## config.mk

```make
export PLATFORM = sky130hd
export DESIGN_NAME = systolic_ctrl_flat
export DESIGN_NICKNAME = d
export VERILOG_FILES = /design/src/rtl/systolic_ctrl_if.sv /design/src/rtl/systolic_ctrl.sv /design/src/flat_wrapper.sv
export SDC_FILE = /design/constraint.sdc
export NUM_CORES = 1
export LEC_CHECK = 0
export BUFFER_PORTS_ARGS = -buffer_cell sky130_fd_sc_hd__buf_2
export CAP_MARGIN = 25
export CELL_PAD_IN_SITES_DETAIL_PLACEMENT = 1
export CELL_PAD_IN_SITES_GLOBAL_PLACEMENT = 1
export CORE_ASPECT_RATIO = 0.7
export CORE_MARGIN = 2
export CORE_UTILIZATION = 28
export DETAILED_ROUTE_END_ITERATION = 12
export GPL_TIMING_DRIVEN = 0
export HOLD_SLACK_MARGIN = 0.12
export PLACE_DENSITY = 0.45
export SLEW_MARGIN = 20
export SYNTH_ARGS = -nofsm -noshare
export SYNTH_HDL_FRONTEND = slang
export SYNTH_SLANG_ARGS = --single-unit
```

## constraint.sdc

```tcl
create_clock -name clk -period 4.7 [get_ports clk]
set_clock_uncertainty 0.15 [all_clocks]
set_input_delay 0 -clock clk [delete_from_list [all_inputs] [get_ports clk]]
set_output_delay 0 -clock clk [all_outputs]
set_load 0.01 [all_outputs]
```

## src/rtl/systolic_ctrl_if.sv

```systemverilog
// Operand-load / run-control / array-drive bundle between the systolic sequencer and its users.
interface systolic_ctrl_if #(
  parameter int DATA_WIDTH = 8,
  parameter int N          = 4
);
  logic                      wr_en;
  logic                      wr_sel;
  logic [$clog2(N*N)-1:0]    wr_addr;
  logic [DATA_WIDTH-1:0]     wr_data;
  logic                      start;
  logic                      busy;
  logic                      done;
  logic                      arr_rst_n;
  logic [N*DATA_WIDTH-1:0]   left_out;
  logic [N*DATA_WIDTH-1:0]   top_out;

  modport master (
    output wr_en, wr_sel, wr_addr, wr_data, start,
    input  busy, done, arr_rst_n, left_out, top_out
  );

  modport slave (
    input  wr_en, wr_sel, wr_addr, wr_data, start,
    output busy, done, arr_rst_n, left_out, top_out
  );
endinterface

```

## src/rtl/systolic_ctrl.sv

```systemverilog
// Sequencer for an NxN output-stationary MAC array: buffers A and B, clears the PEs,
// then feeds skewed wavefronts so A[i][k] and B[k][j] meet at PE(i,j) on FEED cycle k+i+j.
module systolic_ctrl #(
  parameter int DATA_WIDTH = 8,
  parameter int N          = 4
) (
  input  logic           clk,
  input  logic           rst_n,
  systolic_ctrl_if.slave bus
);
  localparam int AW     = $clog2(N*N);
  localparam int T_LAST = 3*N - 3;
  localparam int TW     = (T_LAST > 0) ? $clog2(T_LAST + 1) : 1;

  typedef enum logic [1:0] {IDLE, CLEAR, FEED, DONE} state_t;

  state_t                  state, state_n;
  logic [TW-1:0]           t, t_n;
  logic [DATA_WIDTH-1:0]   a_buf [N*N];
  logic [DATA_WIDTH-1:0]   b_buf [N*N];
  logic                    wr_ok;
  logic [N*DATA_WIDTH-1:0] left_n, top_n;

  always_ff @(posedge clk or negedge rst_n) begin
    if (!rst_n) begin
      state <= IDLE;
      t     <= '0;
    end else begin
      state <= state_n;
      t     <= t_n;
    end
  end

  always_comb begin
    state_n = state;
    t_n     = t;
    case (state)
      IDLE: begin
        t_n = '0;
        if (bus.start) state_n = CLEAR;
      end
      CLEAR: begin
        state_n = FEED;
        t_n     = '0;
      end
      FEED: begin
        if (t == TW'(T_LAST)) begin
          state_n = DONE;
          t_n     = '0;
        end else begin
          t_n = t + TW'(1);
        end
      end
      DONE: state_n = IDLE;
      default: begin
        state_n = IDLE;
        t_n     = '0;
      end
    endcase
  end

  // Buffers only change outside CLEAR/FEED, so the feed always sees a stable snapshot.
  always_comb wr_ok = bus.wr_en && (state == IDLE || state == DONE);

  always_ff @(posedge clk or negedge rst_n) begin
    if (!rst_n) begin
      for (int unsigned i = 0; i < N*N; i++) begin
        a_buf[i] <= '0;
        b_buf[i] <= '0;
      end
    end else if (wr_ok) begin
      if (bus.wr_sel) b_buf[bus.wr_addr] <= bus.wr_data;
      else            a_buf[bus.wr_addr] <= bus.wr_data;
    end
  end

  // Lanes are computed from the next state/counter so the registered outputs line up with FEED.
  always_comb begin
    left_n = '0;
    top_n  = '0;
    if (state_n == FEED) begin
      for (int unsigned i = 0; i < N; i++) begin
        if (int'(t_n) >= int'(i) && int'(t_n) - int'(i) < N) begin
          left_n[i*DATA_WIDTH +: DATA_WIDTH] = a_buf[AW'(int'(i)*N + int'(t_n) - int'(i))];
          top_n[i*DATA_WIDTH +: DATA_WIDTH]  = b_buf[AW'((int'(t_n) - int'(i))*N + int'(i))];
        end
      end
    end
  end

  always_ff @(posedge clk or negedge rst_n) begin
    if (!rst_n) begin
      bus.busy      <= 1'b0;
      bus.done      <= 1'b0;
      bus.arr_rst_n <= 1'b0;
      bus.left_out  <= '0;
      bus.top_out   <= '0;
    end else begin
      bus.busy      <= (state_n == CLEAR) || (state_n == FEED);
      bus.done      <= (state_n == DONE);
      bus.arr_rst_n <= (state_n != CLEAR);
      bus.left_out  <= left_n;
      bus.top_out   <= top_n;
    end
  end
endmodule

```

## src/flat_wrapper.sv

```systemverilog
// flat-port wrapper written by rule: the top's interface ports become plain ports
module systolic_ctrl_flat 
#(
  parameter int DATA_WIDTH = 8,
  parameter int N          = 4
)
  (clk, rst_n, bus_wr_en, bus_wr_sel, bus_wr_addr, bus_wr_data, bus_start, bus_busy, bus_done, bus_arr_rst_n, bus_left_out, bus_top_out);
  systolic_ctrl_if #(.DATA_WIDTH(DATA_WIDTH), .N(N)) bus_i ();
  input  logic clk;
  input  logic rst_n;
  input wire logic [$bits(bus_i.wr_en)-1:0] bus_wr_en;
  input wire logic [$bits(bus_i.wr_sel)-1:0] bus_wr_sel;
  input wire logic [$bits(bus_i.wr_addr)-1:0] bus_wr_addr;
  input wire logic [$bits(bus_i.wr_data)-1:0] bus_wr_data;
  input wire logic [$bits(bus_i.start)-1:0] bus_start;
  output wire logic [$bits(bus_i.busy)-1:0] bus_busy;
  output wire logic [$bits(bus_i.done)-1:0] bus_done;
  output wire logic [$bits(bus_i.arr_rst_n)-1:0] bus_arr_rst_n;
  output wire logic [$bits(bus_i.left_out)-1:0] bus_left_out;
  output wire logic [$bits(bus_i.top_out)-1:0] bus_top_out;
  assign bus_i.wr_en = bus_wr_en;
  assign bus_i.wr_sel = bus_wr_sel;
  assign bus_i.wr_addr = bus_wr_addr;
  assign bus_i.wr_data = bus_wr_data;
  assign bus_i.start = bus_start;
  assign bus_busy = bus_i.busy;
  assign bus_done = bus_i.done;
  assign bus_arr_rst_n = bus_i.arr_rst_n;
  assign bus_left_out = bus_i.left_out;
  assign bus_top_out = bus_i.top_out;
  systolic_ctrl #(.DATA_WIDTH(DATA_WIDTH), .N(N)) u_core (.clk(clk), .rst_n(rst_n), .bus(bus_i));
endmodule
```

* Yosys cells after proc, flatten, opt, wreduce, memory -nomap -nowiden
Cells that the tools add are included.
Word-level totals: bits in registers 329, word-level logic and storage cells 141
Cells by class: add/subtract/negate cells 13, magnitude comparators 17, eq/ne operators 8, muxes and demuxes 43, bitwise logic cells 10, reduce and logical (&&, ||, !) cells 11
Operator list (count):
- binary-select mux 8 bit (select 4 bit) | 8
- bitwise mux 128 bit | 2
- two-way mux 8 bit | 25
- two-way mux 32 bit | 2
- >= comparator 4 x 5 -> 1 bit, second input constant | 8
- demux 8 bit (select 4 bit) | 1
- inverter 4 bit | 8
- less-than comparator 5 x 4 -> 1 bit, second input constant | 3
- subtractor 4 x 2 -> 5 bit, second input constant | 2
- adder 4 x 3 -> 4 bit, second input constant | 2
- adder 4 bit, first input constant | 2
- equality test 2 bit, second input constant | 4
- >= comparator 4 x 2 -> 1 bit, second input constant | 2
- one-hot mux 2 bit (4 select lines) | 1
- one-hot mux 4 bit (2 select lines) | 1
- subtractor 4 x 3 -> 4 bit, second input constant | 2
- >= comparator 5 bit, second input constant | 1
- logical AND 1 bit | 5
- less-than comparator 5 x 1 -> 1 bit, second input constant | 1
- inverter 4 -> 5 bit | 1
- subtractor 4 x 1 -> 5 bit, second input constant | 1
- adder 3 x 4 -> 4 bit, first input constant | 1
- adder 4 x 1 -> 4 bit, second input constant | 1
- adder 4 x 2 -> 4 bit, second input constant | 1
- other kinds (13) | 17

* Longest topological paths before layout
Gate-level depths: netlist (run 1).
depth in word-level cells 11, depth in mapped cells 15, depth with buffers taken out 10

* Worst setup path before layout (run 1)
OpenSTA, ideal clock, no wires.
kind register to register, start reg u_core.t[1], end reg u_core.bus.left_out[10], library setup time 0.138 ns, data arrival time 3.451 ns, data required time 4.412 ns, setup slack 0.961 ns, stages on the path, launching flop included 14, cells stage by stage dfrtp_1 -> inv_1 -> ha_1 -> and3b_1 -> o31a_1 -> buf_2 -> buf_2 -> clkbuf_1 -> inv_1 -> ha_1 -> clkbuf_1 -> mux4_2 -> mux4_2 -> nor2b_1
Between the ends: word-level cells in the longest chain between the ends 11, elaborated cells between the ends (all ways) 19, classes of those cells add/sub (4); order compare (2); eq/ne (2); mux (9); bitwise (1); reduce/logical (1)
RTL lines:
- start, declared | RTL line systolic_ctrl.sv:18 | logic [TW-1:0] t, t_n;
- start signal, assigned | RTL line systolic_ctrl.sv:30 | t <= t_n;
- adder 4 x 1 -> 4 bit / equality test 4 bit (equally long branches) | RTL line systolic_ctrl.sv:51, systolic_ctrl.sv:47
- two-way mux 4 bit | RTL line systolic_ctrl.sv:47 | if (t == TW'(T_LAST)) begin
- one-hot mux 4 bit (2 select lines) | RTL line systolic_ctrl.sv:37 | case (state)
- adder 3 x 4 -> 4 bit | RTL line systolic_ctrl.sv:84 | left_n[i*DATA_WIDTH +: DATA_WIDTH] = a_buf[AW'(int'(i)*N + int'(t_n) - int'(i))];
- subtractor 4 x 2 -> 4 bit | RTL line systolic_ctrl.sv:84
- inverter 4 bit (not written as such) | RTL line systolic_ctrl.sv:84
- binary-select mux 8 bit (select 4 bit) | RTL line systolic_ctrl.sv:84
- two-way mux 8 bit (not written as such) (2 in series) | RTL line systolic_ctrl.sv:84
- two-way mux 8 bit | RTL line systolic_ctrl.sv:83 | if (int'(t_n) >= int'(i) && int'(t_n) - int'(i) < N) begin
- two-way mux 32 bit (*) | RTL line systolic_ctrl.sv:81 | if (state_n == FEED) begin
- via u_core.left_n[10] | RTL line systolic_ctrl.sv:22 | logic [N*DATA_WIDTH-1:0] left_n, top_n;
- end signal, assigned | RTL line systolic_ctrl.sv:102 | bus.left_out <= left_n;
- end, declared | RTL line systolic_ctrl_if.sv:24 | output busy, done, arr_rst_n, left_out, top_out
Mark *: on every way through the listed nets, which the timed path passes. The rest lies on a longest branch. The select of a mux whose other input is x is not followed. A chain may end at the register's enable or synchronous reset.

* Final worst setup path (run 1)
start reg u_core.t[0], end reg u_core.bus.left_out[27]
Between the ends: word-level cells in the longest chain between the ends 11, elaborated cells between the ends (all ways) 19, classes of those cells add/sub (4); order compare (2); eq/ne (2); mux (9); bitwise (1); reduce/logical (1)
RTL lines (RTL line):
- adder 4 x 1 -> 4 bit / equality test 4 bit (equally long branches) | systolic_ctrl.sv:51, systolic_ctrl.sv:47
- two-way mux 4 bit | systolic_ctrl.sv:47
- one-hot mux 4 bit (2 select lines) | systolic_ctrl.sv:37
- adder 4 bit | systolic_ctrl.sv:84
- subtractor 4 x 3 -> 4 bit | systolic_ctrl.sv:84
- inverter 4 bit (not written as such) | systolic_ctrl.sv:84
- binary-select mux 8 bit (select 4 bit) | systolic_ctrl.sv:84
- two-way mux 8 bit (not written as such) (2 in series) | systolic_ctrl.sv:84
- two-way mux 8 bit | systolic_ctrl.sv:83
- two-way mux 32 bit (*) | systolic_ctrl.sv:81
- via u_core.left_n[27] | systolic_ctrl.sv:22
Marked as above.

==> results.md, run 1 <==
- Setup TNS: 0 ns
- Compound-Gate Fraction of Synth Area: 1.27%
- Vias in the first global route: 10,200
- Initial DRC count: 571
- Die W: 284 um
- Outcome: finished, final reports clean
- Post-synthesis cell area: 0.0154 mm^2
- CP required: 4.94 ns
- Fraction of layout cells with a size suffix above 1: 50.5%
- Port Buffer Count: 83
- # rows: 71
- Crit Path Class: register to register
- Simple-Gate Fraction of Synth Area: 5.07%
- Clock transition at path regs: 0.06 ns
- Crit share post-route: 98.3%
- Synth Area in XOR/XNOR: 0.398%
- Initial core utilization: 28.5%
- # setup viols final: 0
- Largest net degree at the start of global routing: 89
- CP startpoint kind: register
- Area grow syn2layout: 20.8%
- Final core utilization: 34.4%
- Post-Syn Nets: 1,003
- Die Span Y: 200 um
- CTS max path bufs: 3
- VDD IR-drop max: 0.307 mV
- # nets final: 1,161
- Worst Path Max Fanout: 10
- Arr. time, crit path: 4.86 ns
- Max-cap violation count: 0
- RR Startpoint: u_core.t[0]
- Core ar.: 0.0541 mm^2
- Synth warn: 0
- Antenna viol nets, final: 0
- Post-synthesis mux area share: 36.8%
- R2R Path End: u_core.bus.left_out[27]
- Full die area: 0.0570 mm^2
- R2r setup slk: 0.08 ns
- FF-to-FF path depth: 14
- Seq/Total Area, Yosys: 53.4%
- Number of synthesized register bits: 329
- First-pass DRT Iterations: 4
- Slew Limit Headroom: 29.9%
- Final Hold Violating Endpoints: 0
- Critical hold path startpoint: bus_wr_en
- Post-DP HPWL: 36.4 mm
- Final Max Slew Viols: 0
- # DRC: 0
- Boundary pin count: 84
- Clk root buf: clkbuf_16
- Largest family of logic cells by synthesized area: multiplexers
- Via Count: 9,554
- Average routed wire per standard cell: 28.3 um
- Cell Area, Placed: 0.0170 mm^2
- Most common cell after layout, fill and taps aside: dfrtp_1
- CTS tree: yes
- RSZ-0062 raised after global routing: true
- Total CTS buffers: 39
- Leak Pwr: 0.00837 uW
- Pwr Density: 684 mW/mm^2
- Fmax: 216 MHz
- Hold Crit Class: input pin to register
- Cell count after synthesis: 975
- H-tree levels: 2
- Cells on Worst Hold Path: 4
- Cell area after layout: 0.0186 mm^2
- Grt total ovfl: 0
- Total wire length: 53.5 mm
- Post-synthesis adder-cell area fraction: 0.893%
- Worst setup EP type: register
- Most frequent cells in the layout: dfrtp_1 (329), mux2_2 (256), mux4_2 (120)
- CTS sink count: 329
- Netlist cell types: 44
- Final GP Congestion: 0.811
- Minimum clock period: 4.62 ns
- DR vias/cell: 5.04
- Initial antenna violation count: 5
- Measured slew at the worst slew-check pin: 1.05 ns
- Worst-Skew Late Latency: 0.57 ns
- Total track usage: 19.0%
- Avg Cell Area, Syn: 15.8 um^2
- Hold EP: u_core.a_buf[64]
- First-pass GRT wire length: 77.9 mm
==> worst max-delay path, stage by stage, from the launching register on <==
cell and delay [ns]:
dfrtp_1 0.43, ha_1 0.27, and3b_1 0.22, o31a_1 0.30, buf_6 0.16, inv_2 0.16, buf_6 0.24, buf_2 0.33
buf_6 0.29, ha_1 0.36, xor2_4 0.28, buf_4 0.32, mux4_2 0.35, mux2i_2 0.34, o32ai_1 0.22
==> worst max path at each step <==
stage / from / endpoint / slack (ns) / cells after the start
floorplan: u_core.t[1] / u_core.bus.left_out[10] / 0.96 / 13
global placement: rst_n / u_core.bus.top_out[6] / -3.61 / 1
detailed placement: u_core.t[1] / u_core.bus.left_out[28] / -0.90 / 14
CTS: u_core.t[0] / u_core.bus.left_out[29] / -0.08 / 14
global route: u_core.t[1] / u_core.bus.left_out[25] / -0.02 / 15
finish: u_core.t[0] / u_core.bus.left_out[27] / 0.08 / 14
==> flip-flops by register name, summed over array words and instances, names as in the netlist <==
signal                flops
u_core.a_buf            128
u_core.b_buf            128
u_core.bus.left_out      32
u_core.bus.top_out       32
u_core.t                  4
u_core.state              2
u_core.bus.arr_rst_n      1
u_core.bus.busy           1
u_core.bus.done           1
==> what timing repair did <==
| action | CTS | global route |
|---|---|---|
| buffers inserted | 0 | 0 |
| hold buffers | 19 | 0 |
| endpoints found under the setup margin | 24 | 15 |
| hold endpoints to repair | 320 | 0 |
| gates cloned | 0 | 0 |
| gates resized for setup | 15 | 14 |
| pin swaps | 0 | 0 |
==> cell usage after synthesis, drive strengths merged <==
library cell  number  area [um^2]
o31ai              1         12.5
nor2b             60          375
nand4bb            1         11.3
a21oi              1         5.00
o31a               2         17.5
mux2             256         2880
and3               1         6.26
o22a               2         17.5
and2               3         18.8
or2                1         6.26
nand3b             1         7.51
xnor2              2         36.3
nand2             20         75.1
a211o              1         8.76
nand3             10         50.1
nand2b             5         31.3
nor4               1         6.26
dfrtp            329         8230
o32ai              8         70.1
a21o               1         7.51
mux2i              8         80.1
and3b              1         8.76
o32a               1         10.0
mux4             120         2700
or3                3         18.8
clkbuf            42          158
ha                11          138
a311o              1         10.0
xor2               2         25.0
a211oi             1         7.51
inv               14         52.6
nor2              32          120
nor3b              2         15.0
o211ai             1         7.51
a31oi              1         12.5
o2111ai            1         8.76
nor3               5         25.0
nand4              1         6.26
buf               22          130
==> per-stage QoR <==
stage	setup slack (ns)	instances	hold slack (ns)	power [uW]
2_1_floorplan	0.961	975	-0.446	7710
6_report	0.0795	1894	0.163	12700
5_1_grt	-0.0222	1891	0.198	13400
3_3_place_gp	-3.61	1788	0.208	9480
4_1_cts	-0.0810	1887	0.152	12800
3_5_place_dp	-0.903	1799	-0.0867	9550
==> power by group <==
part           internal, uW  switching [uW]
clock network          1820            1290
registers              3790             667
logic                  2620            2550
==> metal layers <==
layer / global-route usage, % / part of all wire (%) / vias to the layer above / wire [um]
li1: - / - / 3961 / -
met1: 29.9 / 51 / 5344 / 27500
met2: 26.8 / 42 / 201 / 22700
met3: 3.71 / 4.6 / 48 / 2480
met4: 4.14 / 1.5 / 0 / 781
met5: 0 / 0 / - / 0
==> final cells by class <==
type | instances | area, um^2
flip-flops and latches | 329 | 8230
plain buffers | 64 | 313
clock buffers | 55 | 1150
inverters | 14 | 52.6
fillers | 5577 | 35500
well taps | 730 | 913
multi-input cells | 568 | 6960
diodes | 3 | 7.51
repair buffers | 117 | 835
clock inverters | 14 | 149
==> logic make-up (layout without fill, tap and decap cells) <==
group,count (synthesis),after routing
muxes,384,384
adders and majority gates,11,11
other,0,3
and+or+nand+nor,147,147
xor gates and xnor gates,4,4
DFF,329,329
AOI/OAI and AO/OA,22,22
buffers and inverters,78,264
No activity file was read; power rests on OpenSTA's default activity.
==> run 2, diff against run 1 <==
==> constraint.sdc (replaced) <==
create_clock -name clk -period 4.7 [get_ports clk]
set_clock_uncertainty 0.15 [all_clocks]
set_input_delay 0.705 -clock clk [delete_from_list [all_inputs] [get_ports clk]]
set_output_delay 0.705 -clock clk [all_outputs]
set_load 0.01 [all_outputs]
==> run 2 against run 1 <==
Die area unchanged; cell count shrank 0.90%; via count fell by 0.68%; first-iteration DRC count grew 0.35%; sequential cell count is the same; combinational power about the same; sequential power about the same; fmax grew 0.28%; largest power group unchanged.
==> results.md, run 2 (synthesis gave the netlist of run 1 again) <==
- Outcome: finished, final reports clean
- Multi-input gate area: 0.00696 mm^2 (unchanged)
- H-tree levels: 2 (unchanged)
- Antenna viol nets, final: 0 (unchanged)
- Largest net degree at the start of global routing: 89 (unchanged)
- CTS max path bufs: 3 (unchanged)
- CTS tree: yes
- Slew Limit Headroom: 26.8% (-3.1 points)
- Total track usage: 19.0% (-0.062 points)
- Sw frac: 35.3% (about the same)
- Crit-path cells: ha_1, and3b_1, o31a_1, buf_6, inv_2, buf_6, buf_2, buf_6, ha_1, xor2_4, buf_4, mux4_2, mux2i_2, o32ai_1
- Fillers: 5,568 (-0.16%)
- Core ar.: 0.0541 mm^2 (unchanged)
- Cells on Worst Hold Path: 2 (-2)
- Average routed wire per standard cell: 28.4 um (+0.56%)
- Measured slew at the worst slew-check pin: 1.10 ns (+0.0463 ns)
- Cell Area, Placed: 0.0170 mm^2 (unchanged)
- CP required: 4.94 ns (about the same)
- Clock transition at path regs: 0.06 ns (about the same)
- Hold Crit Class: input pin to register
- Initial DRC count: 573 (+0.35%)
- Critical path depth in cells: 14 (unchanged)
- # setup viols final: 0 (unchanged)
- Crit path buf inv count: 6 (unchanged)
- Via Count: 9,489 (-0.68%)
- Postcts setup bufs: 0 (unchanged)
- VDD IR-drop max: 0.306 mV (-0.12%)
- Cell area after layout: 0.0184 mm^2 (-0.95%)
- Most common cell after layout, fill and taps aside: dfrtp_1
- Crit share post-route: 98.0% (-0.27 points)
- Die Span Y: 200 um (unchanged)
- Clock power share: 24.4% (about the same)
- Crit Path Class: register to register
- Final Max Slew Viols: 0 (unchanged)
- Area grow syn2layout: 19.6%
- Arr. time, crit path: 4.85 ns (about the same)
- Dpl cells: 1,799 (unchanged)
- Pwr Density: 689 mW/mm^2 (+0.79%)
- Dpl ws: -0.903 ns (unchanged)
- CP startpoint kind: register
- First-pass DRT Iterations: 4 (unchanged)
- # DRC: 0 (unchanged)
- Combinational power share: 40.5% (about the same)
- Critical path's top delay family: buffers and inverters
- Worst-Skew Late Latency: 0.56 ns (about the same)
- RSZ-0062 raised after global routing: true
- Net load switching power: 4490 uW (-0.18%)
- Max-cap violation count: 0 (unchanged)
- DR vias/cell: 5.06 (+0.22%)
- Grt total ovfl: 0 (unchanged)
- Post-DP HPWL: 36.4 mm (unchanged)
- Fraction of layout cells with a size suffix above 1: 51.3% (+0.79 points)
- Boundary pin count: 84 (unchanged)
- Crit-path slowest cell: dfrtp_1
- Vias in the first global route: 10,100 (-0.90%)
- Port Buffer Count: 83 (unchanged)
- Worst setup EP type: register
- Initial core utilization: 28.5% (unchanged)
- # rows: 71 (unchanged)
- Total wire length: 53.3 mm (-0.34%)
- Total CTS buffers: 39 (unchanged)
- Final WS setup: 0.0922 ns (+0.0127 ns)
- FF-to-FF path depth: 14 (unchanged)
- R2r setup slk: 0.09 ns (about the same)
- # nets final: 1,143 (-1.6%)
- CTS sink count: 329 (unchanged)
- Most common cell on crit path: buf_6
- Most frequent cells in the layout: dfrtp_1 (329), mux2_2 (256), mux4_2 (120)
- Minimum clock period: 4.61 ns (-0.0127 ns)
- Fmax: 217 MHz (+0.28%)
- CP peak stage delay: 0.44 ns (about the same)
- Int Pwr: 8220 uW (-0.17%)
- Leak Pwr: 0.00829 uW (-0.92%)
- Clk root buf: clkbuf_16
- Sequential power share: 35.1% (about the same)
- Setup TNS: 0 ns (unchanged)
- Worst Path Max Fanout: 10 (unchanged)
- Final Non-Filler Cells: 1,877 (-0.90%)
- Final Hold Violating Endpoints: 0 (unchanged)
- Full die area: 0.0570 mm^2 (unchanged)
- Worst hold slack: 0.326 ns (+0.163 ns)
- Final GP Congestion: 0.811 (unchanged)
- Die W: 284 um (unchanged)
- First-pass GRT wire length: 77.6 mm (-0.39%)
- Register area: 0.00823 mm^2 (unchanged)
- Initial antenna violation count: 5 (unchanged)
- Regs by FF count: u_core.a_buf: 128 flops, u_core.b_buf: 128 flops
[run 2: cell types whose count changed in the layout (fill, tap and decap cells not counted), sizes merged]
cell / change
dlygate4sd3: -18
diode: +1
[run 2: worst paths after layout]
path / startpoint / to
max in group asynchronous: rst_n / u_core.b_buf[125]
hold / removal: bus_wr_data[7] / u_core.a_buf[7]
setup / recovery: u_core.t[0] / u_core.bus.left_out[27]
hold reg to reg: u_core.b_buf[57] / u_core.b_buf[57]
setup reg to reg: u_core.t[0] / u_core.bus.left_out[27]
min in group asynchronous: rst_n / u_core.bus.left_out[18]
[run 2: metrics by stage]
stage / util, % / total power, uW
finish: 34.1 / 12700
CTS: 33.8 / 12800
detailed placement: 31.3 / 9550
global placement: 30.9 / 9480
global route: 34.1 / 13400
floorplan: - / 7710
[run 2: layout make-up]
cell class              count  share of cell area [%]
multi-input cells         568                    37.8
inverters                  14                   0.285
well taps                 730                    4.95
repair buffers             99                    3.55
diodes                      4                  0.0543
plain buffers              64                    1.70
flip-flops and latches    329                    44.7
clock buffers              55                    6.22
clock inverters            14                   0.808
[run 2: power groups by stage]
stage	Sequential (uW)	Clock (uW)	Combinational, uW
after floorplan	4280	0	3430
after global placement	4460	0	5020
after detailed placement	4490	0	5070
after CTS	4450	3210	5130
after global routing	4600	3320	5470
final	4460	3100	5150
[run 2: timing repair]
action,in CTS,in global routing
hold buffers,1,0
hold endpoints to repair,85,0
resized for setup,15,14
endpoints found under the setup margin,24,15
[run 2: layer usage]
metal / vias to the layer above / GRT usage (%) / share of wire [%]
met4: 0 / 4.14 / 1.4
li1: 3932 / - / -
met1: 5299 / 29.8 / 51
met3: 47 / 3.72 / 4.8
met5: - / 0 / 0
met2: 211 / 26.7 / 42
==> run 3, diff against run 2 <==
--- a/config.mk
+++ b/config.mk
@@ -5,6 +5,7 @@
 export SDC_FILE = /design/constraint.sdc
 export NUM_CORES = 1
 export LEC_CHECK = 0
+export ABC_AREA = 1
 export BUFFER_PORTS_ARGS = -buffer_cell sky130_fd_sc_hd__buf_2
 export CAP_MARGIN = 25
 export CELL_PAD_IN_SITES_DETAIL_PLACEMENT = 1
@@ -15,7 +16,7 @@
 export DETAILED_ROUTE_END_ITERATION = 12
 export GPL_TIMING_DRIVEN = 0
 export HOLD_SLACK_MARGIN = 0.12
-export PLACE_DENSITY = 0.45
+export PLACE_DENSITY = 0.5
 export SLEW_MARGIN = 20
 export SYNTH_ARGS = -nofsm -noshare
 export SYNTH_HDL_FRONTEND = slang
==> run 3 against run 2 <==
Worst setup slack improved by 0.21 ns; combinational power increased by 28%; global-route usage increased by 4.8 points; register-to-register slack improved by 0.21 ns; area after synthesis decreased by 0.84%; wire length increased by 24%; cell count increased by 48%; utilization decreased by 0.45 points; clock power about the same.
==> results.md, run 3 <==
- Total CTS buffers: 38 (-2.6%)
- Main area contributors after synthesis: dfrtp_1 (54%), nand2_1 (15%), o21ai_0 (8.6%)
- Net load switching power: 6510 uW (+45%)
- Average routed wire per standard cell: 23.8 um (-16%)
- Seq/Total Area, Yosys: 53.9% (+0.45 points)
- Vias in the first global route: 14,400 (+42%)
- VDD IR-drop max: 0.383 mV (+25%)
- Number of synthesized register bits: 329 (unchanged)
- # setup viols final: 0 (unchanged)
- Worst Path Max Fanout: 10 (unchanged)
- Avg Cell Area, Syn: 8.08 um^2 (-49%)
- Initial core utilization: 28.4% (-0.10 points)
- Final Max Slew Viols: 0 (unchanged)
- Fraction of layout cells with a size suffix above 1: 10.9% (-40 points)
- Most frequent cells in the layout: nand2_1 (624), dfrtp_1 (329), o21ai_0 (264)
- Core ar.: 0.0538 mm^2 (-0.49%)
- Area leader, netlist: dfrtp_1
- Synth warn: 0 (unchanged)
- Post-DP HPWL: 49.0 mm (+34%)
- Crit share post-route: 93.5% (-4.5 points)
- Count leader, synth: nand2_1
- Worst-Skew Late Latency: 0.57 ns (about the same)
- Die Span Y: 199 um (-0.41%)
- CP required: 4.98 ns (+0.04 ns)
- # DRC: 0 (unchanged)
- Largest net degree at the start of global routing: 83 (-6.7%)
- Most common cell after layout, fill and taps aside: nand2_1
- Port Buffer Count: 83 (unchanged)
- Clk root buf: clkbuf_16
- Post-Syn Nets: 1,919 (+91%)
- Initial DRC count: 1,102 (+92%)
- Max-cap violation count: 0 (unchanged)
- Int Pwr: 7310 uW (-11%)
- Most common flop cell mapped by yosys: dfrtp_1
- RR Startpoint: u_core.state[0]
- R2r setup slk: 0.31 ns (+0.21 ns)
- # rows: 71 (unchanged)
- Critical hold path startpoint: u_core.b_buf[111]
- Sw frac: 47.1% (+12 points)
- First-pass GRT wire length: 98.4 mm (+27%)
- Sequential power share: 30.1% (-5.0 points)
- Combinational power share: 47.6% (+7.1 points)
- Cell count after synthesis: 1,891 (+94%)
- FF-to-FF path depth: 17 (+3)
- Regs by FF count: u_core.a_buf: 128 flops, u_core.b_buf: 128 flops
- Synth cell count leaders: nand2_1 (624), dfrtp_1 (329), o21ai_0 (264)
- Outcome: finished, final reports clean
- H-tree levels: 2 (unchanged)
- Post-synthesis cell area: 0.0153 mm^2 (-0.84%)
- CTS max path bufs: 3 (unchanged)
- Die W: 283 um (-0.42%)
- Boundary pin count: 84 (unchanged)
- Slew Limit Headroom: 29.9% (+3.1 points)
- Hold EP: u_core.b_buf[111]
- Full die area: 0.0565 mm^2 (-0.83%)
- Final Hold Violating Endpoints: 0 (unchanged)
- Via Count: 14,000 (+47%)
- CTS tree: yes
- CTS sink count: 329 (unchanged)
- Total track usage: 23.8% (+4.8 points)
- Antenna viol nets, final: 0 (unchanged)
- # nets final: 2,050 (+79%)
- Measured slew at the worst slew-check pin: 1.05 ns (-0.0471 ns)
- Hold Crit Class: register to register
- Dpl cells: 2,710 (+51%)
- Total wire length: 66.3 mm (+24%)
- Worst setup EP type: register
- First-pass DRT Iterations: 5 (+1)
- Postcts setup bufs: 0 (unchanged)
- Area share of the largest cell type after synthesis: 53.9% (+0.45 points)
- Cells on Worst Hold Path: 2 (unchanged)
- Area grow syn2layout: 18.4%
- DR vias/cell: 5.02 (-0.63%)
- Final Non-Filler Cells: 2,785 (+48%)
- Post-synth EDFFs: 0 (unchanged)
- RSZ-0062 raised after global routing: false
- R2R Path End: u_core.bus.left_out[13]
- Leak Pwr: 0.00871 uW (+5.1%)
- Grt total ovfl: 0 (unchanged)
- CP startpoint kind: register
- Fmax: 228 MHz (+4.9%)
- Minimum clock period: 4.39 ns (-0.213 ns)
- Netlist cell types: 36 (-18%)
- Final Power: 13,800 uW (+8.7%)
- Clock transition at path regs: 0.06 ns (about the same)
- Initial antenna violation count: 4 (-1)
- Async set or reset register ratio after synthesis: 100% (unchanged)
- Crit Path Class: register to register
- Arr. time, crit path: 4.68 ns (-0.17 ns)
- Clock power share: 22.4% (-2.0 points)
- Final GP Congestion: 0.935 (+15%)
- Pwr Density: 763 mW/mm^2 (+11%)
[run 3: cell types whose count changed after synthesis, sizes merged, moves of 15 or more]
cell / previous run / this run
a21oi: 1 / 34
a22oi: 0 / 21
buf: 22 / 40
clkbuf: 42 / 81
inv: 14 / 85
mux2: 256 / 0
mux4: 120 / 0
nand2: 20 / 635
nand3: 10 / 166
nand3b: 1 / 16
nor2: 32 / 118
nor2b: 60 / 0
o21ai: 0 / 266
o22ai: 0 / 30
[run 3: kinds of logic (layout without fill, tap and decap cells)]
group,after synthesis,after routing,synth area share (%)
other cells,0,4,0
compound gates,361,361,12.5
simple gates,983,983,27.2
fa+ha+maj,11,11,0.900
flops,329,329,53.9
buf+inv,206,366,5.39
xor+xnor,1,1,0.106
[run 3: repair_timing]
item / CTS / global route
endpoints found under the hold margin: 47 / 0
gates resized for setup: 0 / 7
endpoints found under the setup margin: 0 / 8
hold buffers: 1 / 0
[run 3: final cells by class]
type / count / area, um^2
Inverter: 85 / 319
Fill cell: 6531 / 35700
Antenna cell: 4 / 10.0
Buffer: 121 / 509
Multi-Input combinational cell: 1356 / 6230
Timing Repair Buffer: 91 / 587
Clock inverter: 8 / 71.3
Clock buffer: 61 / 1230
Tap cell: 730 / 913
Sequential cell: 329 / 8230
[run 3: worst max-delay path by stage]
stage                          from  depth (start not counted)  slack [ns]                 endpoint
CTS                 u_core.state[0]                         19        0.16  u_core.bus.left_out[13]
global route        u_core.state[0]                         17        0.06  u_core.bus.left_out[13]
global placement              rst_n                          1       -4.04         u_core.a_buf[66]
finish              u_core.state[0]                         17        0.31  u_core.bus.left_out[13]
detailed placement  u_core.state[0]                         19        0.21  u_core.bus.left_out[13]
floorplan           u_core.state[0]                         20        1.74  u_core.bus.left_out[10]
[run 3: per-stage QoR]
step           utilization (%)  cell area, um^2  worst slack [ns]   TNS, ns  hold WS [ns]
3_3_place_gp              30.9            16600             -4.04  -1310.43         0.315
4_1_cts                   33.6            18100             0.163         0         0.322
5_1_grt                   33.6            18100            0.0595         0         0.353
3_5_place_dp              31.1            16800             0.206         0         0.322
2_1_floorplan                -            15300              1.74         0         0.259
6_report                  33.6            18100             0.306         0         0.334
[run 3: layer usage]
metal	up-vias	global-route usage, %	wire length, um
met5	-	0	0
met2	308	32.7	25700
met4	0	5.70	1370
met3	66	4.24	3540
li1	6471	-	-
met1	7145	37.6	35700
[run 3: power by group through the flow]
| stage | Combinational, uW | Sequential, uW | Clock, uW |
|---|---|---|---|
| floorplan | 3950 | 4070 | 0 |
| global placement | 6370 | 4170 | 0 |
| detailed placement | 6450 | 4190 | 0 |
| CTS | 6480 | 4150 | 3180 |
| global route | 7290 | 4250 | 3270 |
| finish | 6570 | 4150 | 3090 |
[run 3: critical path, cell delays in order (launching register included)]
cell      delay [ns]
dfrtp_1         0.42
ha_1            0.33
inv_2           0.16
nand2_1         0.06
nor2_1          0.11
nand2_2         0.13
nand2_2         0.20
buf_4           0.27
buf_2           0.26
buf_2           0.30
ha_1            0.19
clkbuf_1        0.22
clkbuf_1        0.68
nand3_1         0.16
nand3_1         0.13
nand3_1         0.19
nand2_1         0.22
nor2_1          0.06
